**src/rtl/axil_pkg.sv**
```systemverilog
// Shared constants and types for the AXI-Lite interconnect.
package axil_pkg;

    localparam int NUMBER_MASTER = 4;

    typedef enum logic [1:0] {
        IDLE = 2'd0,
        DATA = 2'd1,
        RESP = 2'd2
    } axil_wr_arb_state_t;

endpackage

```
**src/rtl/axil_rr_pick.sv**
```systemverilog
// Combinational round-robin picker: finds the first request at or after
// ptr+1, wrapping modulo N. Shared by the read and write arbiters.
module axil_rr_pick #(
    parameter int N = 4,
    parameter int W = (N > 1) ? $clog2(N) : 1
) (
    input  logic [N-1:0] req,
    input  logic [W-1:0] ptr,
    output logic         valid,
    output logic [W-1:0] idx,
    output logic [N-1:0] onehot
);

    logic [W-1:0] start;
    logic [W-1:0] cand [N];
    logic [N-1:0] hit;

    // The explicit compare against N-1 keeps the wrap correct for non-power-of-two N.
    assign start = (ptr == W'(N - 1)) ? '0 : ptr + 1'b1;

    for (genvar gi = 0; gi < N; gi++) begin : g_cand
        logic [W:0] sum;
        assign sum        = {1'b0, start} + (W + 1)'(gi);
        assign cand[gi]   = (sum > (W + 1)'(N - 1)) ? W'(sum - (W + 1)'(N)) : sum[W-1:0];
        assign hit[gi]    = req[cand[gi]];
    end

    // Lowest search offset with a request wins.
    always_comb begin
        valid = 1'b0;
        idx   = '0;
        for (int k = N - 1; k >= 0; k--) begin
            if (hit[k]) begin
                valid = 1'b1;
                idx   = cand[k];
            end
        end
    end

    assign onehot = valid ? (N'(1) << idx) : '0;

endmodule

```
**src/rtl/axil_arbiter_rr_wr.sv**
```systemverilog
// Per-slave write-channel round-robin arbiter. Grants one master, then
// holds the grant through the AW, W and B handshakes of that path.
module axil_arbiter_rr_wr #(
    parameter int NUMBER_MASTER = axil_pkg::NUMBER_MASTER,
    parameter int W = (NUMBER_MASTER > 1) ? $clog2(NUMBER_MASTER) : 1
) (
    input  logic                     aclk,
    input  logic                     areset,
    input  logic [NUMBER_MASTER-1:0] req_wr,
    output logic [NUMBER_MASTER-1:0] grant_wr,
    output logic [W-1:0]             grant_idx,
    output logic                     busy,
    input  logic                     s_awvalid,
    input  logic                     s_awready,
    input  logic                     s_wvalid,
    input  logic                     s_wready,
    input  logic                     s_bvalid,
    input  logic                     s_bready
);

    import axil_pkg::*;

    axil_wr_arb_state_t     state_reg;
    logic                   aw_done_reg;
    logic                   w_done_reg;
    logic [W-1:0]           rr_ptr_reg;

    logic                   pick_valid;
    logic [W-1:0]           pick_idx;
    logic [NUMBER_MASTER-1:0] pick_onehot;

    logic aw_hs, w_hs, b_hs;
    logic aw_now, w_now;

    assign aw_hs  = s_awvalid & s_awready;
    assign w_hs   = s_wvalid  & s_wready;
    assign b_hs   = s_bvalid  & s_bready;
    assign aw_now = aw_done_reg | aw_hs;
    assign w_now  = w_done_reg  | w_hs;

    axil_rr_pick #(
        .N (NUMBER_MASTER),
        .W (W)
    ) u_pick (
        .req    (req_wr),
        .ptr    (rr_ptr_reg),
        .valid  (pick_valid),
        .idx    (pick_idx),
        .onehot (pick_onehot)
    );

    // FSM, handshake flags, round-robin pointer and grant registers.
    always_ff @(posedge aclk) begin
        if (areset) begin
            state_reg   <= IDLE;
            grant_wr    <= '0;
            grant_idx   <= '0;
            busy        <= 1'b0;
            aw_done_reg <= 1'b0;
            w_done_reg  <= 1'b0;
            rr_ptr_reg  <= W'(NUMBER_MASTER - 1);
        end else begin
            case (state_reg)
                IDLE: begin
                    if (pick_valid) begin
                        grant_wr  <= pick_onehot;
                        grant_idx <= pick_idx;
                        busy      <= 1'b1;
                        state_reg <= DATA;
                    end
                end
                DATA: begin
                    aw_done_reg <= aw_now;
                    w_done_reg  <= w_now;
                    if (aw_now && w_now) begin
                        state_reg <= RESP;
                    end
                end
                RESP: begin
                    if (b_hs) begin
                        state_reg   <= IDLE;
                        grant_wr    <= '0;
                        grant_idx   <= '0;
                        busy        <= 1'b0;
                        aw_done_reg <= 1'b0;
                        w_done_reg  <= 1'b0;
                        rr_ptr_reg  <= grant_idx;
                    end
                end
                default: begin
                    state_reg <= IDLE;
                end
            endcase
        end
    end

endmodule
```
**config.mk**
```make
export PLATFORM = sky130hd
export DESIGN_NAME = axil_arbiter_rr_wr
export DESIGN_NICKNAME = d
export VERILOG_FILES = /design/src/rtl/axil_pkg.sv /design/src/rtl/axil_rr_pick.sv /design/src/rtl/axil_arbiter_rr_wr.sv
export SDC_FILE = /design/constraint.sdc
export NUM_CORES = 1
export LEC_CHECK = 0
export BUFFER_PORTS_ARGS = -buffer_cell sky130_fd_sc_hd__buf_4
export CORE_MARGIN = 10
export CORE_UTILIZATION = 35
export DETAILED_ROUTE_END_ITERATION = 16
export SETUP_SLACK_MARGIN = 0.2
export SYNTH_ARGS = -nofsm -noshare
export SYNTH_HDL_FRONTEND = slang
export SYNTH_HIERARCHICAL = 1
export SYNTH_SLANG_ARGS = --single-unit
```
**constraint.sdc**
```tcl
create_clock -name aclk -period 1.5 [get_ports aclk]
set_input_delay 0.15 -clock aclk [delete_from_list [all_inputs] [get_ports aclk]]
set_output_delay 0.15 -clock aclk [all_outputs]
set_load 0.01 [all_outputs]
```
==> flow_metrics.py, run 1 <==
metrics = {
    "outcome": {
        "status": "finished clean",
    },
    "routing": {
        "routed-wl-met3_um": 152,
        "route.met2.wl_um": 862,
        "wl_per_cell_um": 13.6,
        "met1Wirelength_um": 727,
        "drtPass1Iterations": 4,
        "drc": 0,
        "viasPerCell": 5.26,
        "wirelength_mm": 1.75,
        "via_count": 678,
        "drtIter0Drc": 10,
        "dr.max_layer_used": "met4",
        "detail-route-antenna-nets": 0,
    },
    "synth": {
        "synthTopCellsByCount": "13 x dfxtp_1, 12 x a21oi_1, 11 x nor2_1",
        "ys_ff_latch": 13,
        "synth_cell_type_count": 30,
        "synth_compound_area_share_pct": 34.2,
        "yosysWarnings": 6,
        "syn_avg_cell_area_um2": 8.79,
        "syn_area_um2": 694,
        "synthXorXnorAreaFrac_pct": 0,
        "synthTopCellsByArea": "dfxtp_1 37%, a21oi_1 8.6%, a22o_1 7.6%, nor2_1 5.9%, nand4b_4 3.4%",
        "synth_top_flop_cell": "dfxtp_1",
        "synth_top_cell_area_share_pct": 37.5,
        "synth_top_family_by_area": "compound AO/OA/AOI/OAI gates",
        "synthMuxAreaShare_pct": 0,
        "yosys.area_share.simple_pct": 22.0,
        "async_flop_share_pct": 0,
        "synth_adder_area_share_pct": 1.80,
        "synth_edf_count": 0,
        "post-synth-top-count-cell": "dfxtp_1",
        "yosysTopAreaCell": "dfxtp_1",
        "syn_nets": 92,
        "ys_seq_area_share_pct": 37.5,
        "netlist_instances": 79,
    },
    "sta": {
        "whs_ns": 0.125,
        "fin_tns_setup_ns": 0,
        "tightest_slew_ns": 0.301,
        "finalCritPeriodShare_pct": 86.8,
        "finalClockSkew_ns": 0.000935,
        "finalSetupViolCount": 0,
        "max_clock_freq_mhz": 768,
        "final_hold_viol_count": 0,
        "period_minus_slack_ns": 1.30,
        "slew_viol_final": 0,
        "slew_headroom_pct": 79.4,
        "rsz0062_at_grt": "yes",
    },
    "final_layout": {
        "antenna_cells": 0,
        "largest_register_ffs": 4,
        "fillers": 205,
        "regMostFlops": "grant_wr",
        "seqCellArea_um2": 267,
        "multi_input_area_um2": 442,
        "drive_above_1_share_pct": 39.2,
        "areaGrowthSynthToFinish_pct": 37.5,
        "num-nets-final": 116,
    },
    "grt": {
        "overflow": 0,
        "grt_max_degree": 10,
        "antenna_found_initial": 0,
        "track_usage_pct": 8.98,
        "grt_pass1_wl_mm": 3.03,
        "grt_pass1_vias": 686,
    },
    "clock_network": {
        "clock-sinks": 13,
        "clkLatencyLatePin_ns": 0.27,
        "cts_root_buffer": "clkbuf_4",
        "cts_hold_buf": 0,
        "cts_buffer_depth": 2,
        "cts_tree": "built",
        "cts_buffers": 3,
        "clk_pin_slew_worst_paths_ns": 0.08,
        "htreeDepth": 1,
    },
    "worst_setup_path": {
        "critPathLaunchType": "register",
        "critical_path.startpoint": "rr_ptr_reg[0]",
        "crit_arrival_ns": 1.47,
        "critical_path_class": "register to register",
        "crit_path_end_kind": "register",
        "required_ns": 1.67,
        "r2r-start": "rr_ptr_reg[0]",
        "path_max_fanout": 4,
    },
    "floorplan": {
        "start_util_pct": 36.1,
        "ioPinCount": 19,
        "die_y_um": 64.5,
        "fp.dieW_um": 64.5,
        "core_um2": 1920,
        "rows": 16,
        "dieArea_um2": 4170,
    },
    "placement": {
        "io_buffers": 18,
        "dp_hpwl_mm": 1.32,
        "place.gp.congestion": 0.769,
    },
    "hold_path": {
        "min_from": "areset",
        "hold_class": "input pin to register",
    },
    "power": {
        "leakagePower_nw": 0.405,
        "ir_drop_v": 0.000625,
        "total_power_mw": 0.727,
        "p_per_area_nw_per_um2": 762,
    },
    "flow_run": {
        "max-cap-violations": 0,
    },
}
-- stage by stage --
stage / instances / area [um2] / util (%) / setup WS (ns)
3_3_place_gp: 122 / 881 / 45.8 / 0.151
3_5_place_dp: 122 / 881 / 45.8 / 0.145
6_report: 129 / 955 / 49.7 / 0.199
2_1_floorplan: 79 / 727 / - / 0.186
4_1_cts: 129 / 953 / 49.6 / 0.194
5_1_grt: 129 / 955 / 49.7 / 0.152
-- cell type report --
type | count | share of cell area, %
clock buffer | 4 | 2.75
sequential | 13 | 27.9
multi-input combinational | 58 | 46.3
timing repair buffer | 21 | 16.9
inverter | 6 | 2.62
tap | 27 | 3.54
-- cells by family after synthesis --
logic type,Yosys count
AOI/OAI and AO/OA,34
buffers and inverters,8
DFF,13
adders and majority gates,1
and+or+nand+nor,23
-- layer usage --
metal  GRT usage, %  up-vias
li1               -      340
met5              0        -
met3           5.84        2
met2           14.8       18
met1           9.36      318
met4           2.14        0
-- where the power goes --
part	leakage, nW	internal (mW)	switching [mW]
sequential	0.106	0.361	0.0129
clock	0.0150	0.103	0.110
combinational	0.284	0.0716	0.0691
-- timing repair --
| action | CTS | global route |
|---|---|---|
| pin swaps | 5 | 5 |
| setup buffers | 3 | 0 |
| resized for setup | 6 | 3 |
| endpoints found under the setup margin | 4 | 6 |
-- worst max-delay path, stage by stage, from the launching register on --
cell     delay (ns)
dfxtp_4        0.36
ha_4           0.16
or2_4          0.24
a22oi_2        0.18
a21oi_2        0.09
a22o_1         0.17
-- path summary, 6_finish.rpt --
| path | endpoint | depth (start not counted) | slack, ns |
|---|---|---|---|
| setup / recovery | grant_wr[0] | 5 | 0.20 |
| hold / removal | busy | 2 | 0.12 |
| setup reg to reg | grant_wr[0] | 5 | 0.20 |
| hold reg to reg | grant_wr[0] | 1 | 0.48 |
-- placed cells by master (no fill, tap or decap), drive strengths merged, types with 2 or more instances in the layout --
cell     n
and2b    2
a211o    2
a21oi   12
inv      6
clkbuf   4
dfxtp   13
a32oi    2
nand2    2
nor3b    2
buf     21
a22o     6
o21ai    5
nor2    11
Note: power is estimated with default switching activity, not from simulation.
==> run 2: changes to the inputs <==
--- a/config.mk
+++ b/config.mk
@@ -9,7 +9,6 @@
 export CORE_MARGIN = 10
 export CORE_UTILIZATION = 35
 export DETAILED_ROUTE_END_ITERATION = 16
-export SETUP_SLACK_MARGIN = 0.2
 export SYNTH_ARGS = -nofsm -noshare
 export SYNTH_HDL_FRONTEND = slang
 export SYNTH_HIERARCHICAL = 1
==> flow_metrics.py, run 2 (synthesized netlist as in run 1, its figures left out) <==
metrics = {
    "outcome": {
        "status": "finished clean",
    },
    "power": {
        "power_switching_mw": 0.184,
        "pwr-share-clk_pct": 29.0,
        "seqPwrFrac_pct": 52.2,
        "leakagePower_nw": 0.391,
        "combPwrFrac_pct": 18.8,
        "intPower_mw": 0.533,
        "p_per_area_nw_per_um2": 796,
        "ir_drop_v": 0.000575,
        "switching_share_pct": 25.7,
        "total_power_mw": 0.717,
    },
    "worst_setup_path": {
        "crit_chain": "ha_4, o21ai_0, o21ai_0, a211oi_1, a22o_1",
        "cp_common_cell": "o21ai_0",
        "critical_path_class": "register to register",
        "cpMaxStageDelayCell": "dfxtp_1",
        "crit_arrival_ns": 1.63,
        "path_max_fanout": 4,
        "max_stage_delay_ns": 0.34,
        "crit_path_end_kind": "register",
        "rrSetupSlack_ns": 0.09,
        "required_ns": 1.72,
        "critPathLaunchType": "register",
    },
    "clock_network": {
        "clock-sinks": 13,
        "cts_root_buffer": "clkbuf_4",
        "htreeDepth": 1,
        "clk_pin_slew_worst_paths_ns": 0.07,
        "cts_buffers": 3,
        "cts_tree": "built",
        "clkLatencyLatePin_ns": 0.27,
        "cts_buffer_depth": 2,
        "cts_hold_buf": 0,
    },
    "placement": {
        "placed_area_um2": 862,
        "place.gp.congestion": 0.789,
        "dp_hpwl_mm": 1.31,
        "dp.cells": 123,
        "pre_cts_ws_ns": -0.00778,
        "io_buffers": 18,
    },
    "routing": {
        "viasPerCell": 5.24,
        "drtPass1Iterations": 4,
        "via_count": 665,
        "wirelength_mm": 1.65,
        "drc": 0,
        "detail-route-antenna-nets": 0,
        "drtIter0Drc": 11,
        "wl_per_cell_um": 13.0,
    },
    "grt": {
        "grt_pass1_vias": 616,
        "grt_max_degree": 10,
        "track_usage_pct": 7.94,
        "grt_pass1_wl_mm": 2.74,
        "antenna_found_initial": 0,
        "overflow": 0,
    },
    "final_layout": {
        "layout_common_cells": "19 x buf_4, 13 x dfxtp_1, 12 x a21oi_1, 11 x nor2_1",
        "regMostFlops": "grant_wr",
        "num-nets-final": 114,
        "antenna_cells": 0,
        "drive_above_1_share_pct": 30.0,
        "final_common_cell": "buf_4",
        "final_area_um2": 901,
        "areaGrowthSynthToFinish_pct": 29.7,
        "seqCellArea_um2": 260,
        "fillers": 208,
        "multi_input_area_um2": 415,
        "largest_register_ffs": 4,
        "final_cells": 127,
    },
    "sta": {
        "finalCritPeriodShare_pct": 94.0,
        "max_clock_freq_mhz": 709,
        "period_minus_slack_ns": 1.41,
        "final_hold_viol_count": 0,
        "tightest_slew_ns": 0.299,
        "rsz0062_at_grt": "no",
        "whs_ns": 0.118,
        "finalClockSkew_ns": 0.00143,
        "slew_viol_final": 0,
        "finalSetupViolCount": 0,
        "slew_headroom_pct": 79.5,
        "finalWorstSetupSlack_ns": 0.0900,
    },
    "floorplan": {
        "rows": 16,
        "die_y_um": 64.5,
        "core_um2": 1920,
        "fp.dieW_um": 64.5,
        "start_util_pct": 36.1,
        "dieArea_um2": 4170,
        "ioPinCount": 19,
    },
    "flow_run": {
        "max-cap-violations": 0,
    },
    "hold_path": {
        "hold_class": "input pin to register",
    },
}
run 2: timing repair:
item | in CTS | in global routing
resized for setup | 1 | 1
setup endpoints to repair | 1 | 3
setup buffers | 0 | 0
run 2: worst paths after layout:
check | startpoint | to | depth (start not counted)
worst max-delay path | rr_ptr_reg[1] | grant_idx[0] | 5
worst min register to register | grant_wr[1] | grant_wr[1] | 1
worst max register to register | rr_ptr_reg[1] | grant_idx[0] | 5
worst min-delay path | areset | state_reg[1] | 2
run 2: layer usage:
| layer | vias to the layer above | wire, um | global-route usage [%] |
|---|---|---|---|
| li1 | 342 | - | - |
| met4 | 0 | 25 | 1.60 |
| met3 | 4 | 120 | 4.47 |
| met5 | - | 0 | 0 |
| met1 | 302 | 708 | 8.89 |
| met2 | 17 | 798 | 12.9 |
run 2: area by class of cell:
class | instances | area share (%)
Sequential cell | 13 | 28.9
Clock buffer | 4 | 2.92
Tap cell | 27 | 3.75
Timing Repair Buffer | 19 | 15.8
Multi-Input combinational cell | 58 | 46.1
Inverter | 6 | 2.50
run 2: metrics by stage:
step                utilization [%]  setup TNS, ns
floorplan                         -              0
global placement               44.9              0
detailed placement             44.9       -0.00778
CTS                            46.4              0
global route                   46.9              0
finish                         46.9              0
run 2: worst max-delay path, delay by kind of cell, from the launching register on:
| family | cells | cell delay, ns |
|---|---|---|
| adder cells (fa/ha/maj) | 1 | 0.17 |
| flip-flops | 1 | 0.34 |
| AO/OA/AOI/OAI | 4 | 0.84 |
run 2: power groups by stage:
stage | sequential, mW | clock [mW] | combinational [mW]
after global routing | 0.377 | 0.237 | 0.150
after detailed placement | 0.383 | 0 | 0.134
after CTS | 0.374 | 0.220 | 0.134
after floorplan | 0.386 | 0 | 0.0666
after global placement | 0.382 | 0 | 0.133
final | 0.375 | 0.208 | 0.135
==> run 3: changes to the inputs <==
--- a/config.mk
+++ b/config.mk
@@ -9,6 +9,8 @@
 export CORE_MARGIN = 10
 export CORE_UTILIZATION = 35
 export DETAILED_ROUTE_END_ITERATION = 16
+export GPL_TIMING_DRIVEN = 1
+export REMOVE_ABC_BUFFERS = 1
 export SYNTH_ARGS = -nofsm -noshare
 export SYNTH_HDL_FRONTEND = slang
 export SYNTH_HIERARCHICAL = 1
==> constraint.sdc (replaced) <==
create_clock -name aclk -period 1.6 [get_ports aclk]
set_input_delay 0.16 -clock aclk [delete_from_list [all_inputs] [get_ports aclk]]
set_output_delay 0.16 -clock aclk [all_outputs]
set_load 0.01 [all_outputs]
==> flow_metrics.py, run 3 (synthesized netlist as in run 1, its figures left out) <==
metrics = {
    "outcome": {
        "status": "finished clean",
    },
    "floorplan": {
        "rows": 16,
        "die_y_um": 64.5,
        "core_um2": 1920,
        "fp.dieW_um": 64.5,
        "ioPinCount": 19,
        "dieArea_um2": 4170,
        "start_util_pct": 36.1,
    },
    "final_layout": {
        "areaGrowthSynthToFinish_pct": 27.9,
        "final_common_cell": "buf_4",
        "regMostFlops": "grant_wr",
        "largest_register_ffs": 4,
        "layout_common_cells": "19 x buf_4, 13 x dfxtp_1, 12 x a21oi_1, 11 x nor2_1",
        "num-nets-final": 114,
        "antenna_cells": 0,
        "drive_above_1_share_pct": 29.0,
    },
    "placement": {
        "place.gp.congestion": 0.828,
        "dp_hpwl_mm": 1.27,
        "pre_cts_ws_ns": 0.129,
        "io_buffers": 18,
    },
    "clock_network": {
        "cts_root_buffer": "clkbuf_4",
        "htreeDepth": 1,
        "cts_buffer_depth": 2,
        "clk_pin_slew_worst_paths_ns": 0.07,
        "cts_setup_buffers": 0,
        "cts_tree": "built",
        "clkLatencyLatePin_ns": 0.27,
        "cts_resized": 0,
        "clock-sinks": 13,
        "cts_hold_buf": 0,
        "cts_buffers": 3,
    },
    "routing": {
        "wirelength_mm": 1.64,
        "drc": 0,
        "viasPerCell": 5.18,
        "via_count": 658,
        "drtIter0Drc": 26,
        "wl_per_cell_um": 12.9,
        "drtPass1Iterations": 4,
        "detail-route-antenna-nets": 0,
    },
    "hold_path": {
        "hold_class": "input pin to register",
    },
    "worst_setup_path": {
        "crit_chain": "ha_1, inv_1, and3_1, o21a_1, a22o_1",
        "path_max_fanout": 9,
        "crit_path_end_kind": "register",
        "cpMaxStageDelayCell": "ha_1",
        "required_ns": 1.77,
        "crit_arrival_ns": 1.68,
        "critical_path_class": "register to register",
        "max_stage_delay_ns": 0.42,
        "critPathLaunchType": "register",
    },
    "sta": {
        "max_clock_freq_mhz": 663,
        "finalSetupViolCount": 0,
        "final_hold_viol_count": 0,
        "slew_headroom_pct": 78.1,
        "tightest_slew_ns": 0.321,
        "period_minus_slack_ns": 1.51,
        "finalWorstSetupSlack_ns": 0.0923,
        "fin_tns_setup_ns": 0,
        "rsz0062_at_grt": "no",
        "finalClockSkew_ns": 0.00312,
        "slew_viol_final": 0,
        "finalCritPeriodShare_pct": 94.2,
    },
    "grt": {
        "track_usage_pct": 8.32,
        "grt_pass1_vias": 639,
        "antenna_found_initial": 0,
        "overflow": 0,
        "grt_max_degree": 10,
        "grt_pass1_wl_mm": 2.77,
    },
    "power": {
        "intPower_mw": 0.499,
        "combPwrFrac_pct": 18.6,
        "power_switching_mw": 0.176,
        "pwr-share-clk_pct": 29.3,
        "ir_drop_v": 0.000352,
        "p_per_area_nw_per_um2": 760,
        "seqPwrFrac_pct": 52.1,
        "leakagePower_nw": 0.390,
        "switching_share_pct": 26.1,
    },
    "flow_run": {
        "max-cap-violations": 0,
    },
}
-- run 3: cell counts in the layout (fill, tap and decap cells not counted) --
Identical to the previous run, type by type.
-- run 3: final cells by class --
| class | count | area [um2] |
|---|---|---|
| clock buffers | 4 | 26.3 |
| repair buffers | 19 | 143 |
| flip-flops and latches | 13 | 260 |
| inverters | 6 | 22.5 |
| multi-input cells | 58 | 403 |
| fillers | 213 | 1030 |
| well taps | 27 | 33.8 |
-- run 3: power groups by stage --
stage | clock network, mW | registers (mW) | logic [mW]
after global placement | 0 | 0.359 | 0.125
after global routing | 0.221 | 0.354 | 0.140
after CTS | 0.206 | 0.352 | 0.127
after detailed placement | 0 | 0.359 | 0.126
final | 0.198 | 0.352 | 0.126
after floorplan | 0 | 0.362 | 0.0592
-- run 3: routing by layer --
layer	part of all wire, %	track usage (%)	wire length [um]
met5	0	0	0
met3	7.0	4.64	114
met4	0.98	4.01	16
met2	51	14.0	833
met1	41	8.10	673
-- run 3: worst paths after layout --
kind | start | end | slack (ns) | cells past startpoint
worst min-delay path | areset | state_reg[1] | 0.12 | 2
worst max-delay path | rr_ptr_reg[1] | grant_wr[2] | 0.09 | 5
worst min register to register | grant_wr[3] | grant_wr[3] | 0.48 | 1
worst max register to register | rr_ptr_reg[1] | grant_wr[2] | 0.09 | 5
-- run 3: metrics by stage --
stage          hold slack (ns)  util, %  instances  power (mW)  cell area, um2
3_5_place_dp             0.419     44.9        123       0.485             862
6_report                 0.125     46.2        127       0.675             888
4_1_cts                  0.120     46.2        127       0.684             888
2_1_floorplan            0.229        -         77       0.421             686
5_1_grt                  0.126     46.2        127       0.716             888
3_3_place_gp             0.416     44.9        123       0.484             862
-- run 3: worst max-delay path, delay by kind of cell, from the launching register on --
family,cells,cell delay [ns]
flip-flops,1,0.32
AO/OA/AOI/OAI,2,0.36
AND/OR/NAND/NOR,1,0.16
buffers and inverters,1,0.13
adder cells (fa/ha/maj),1,0.42
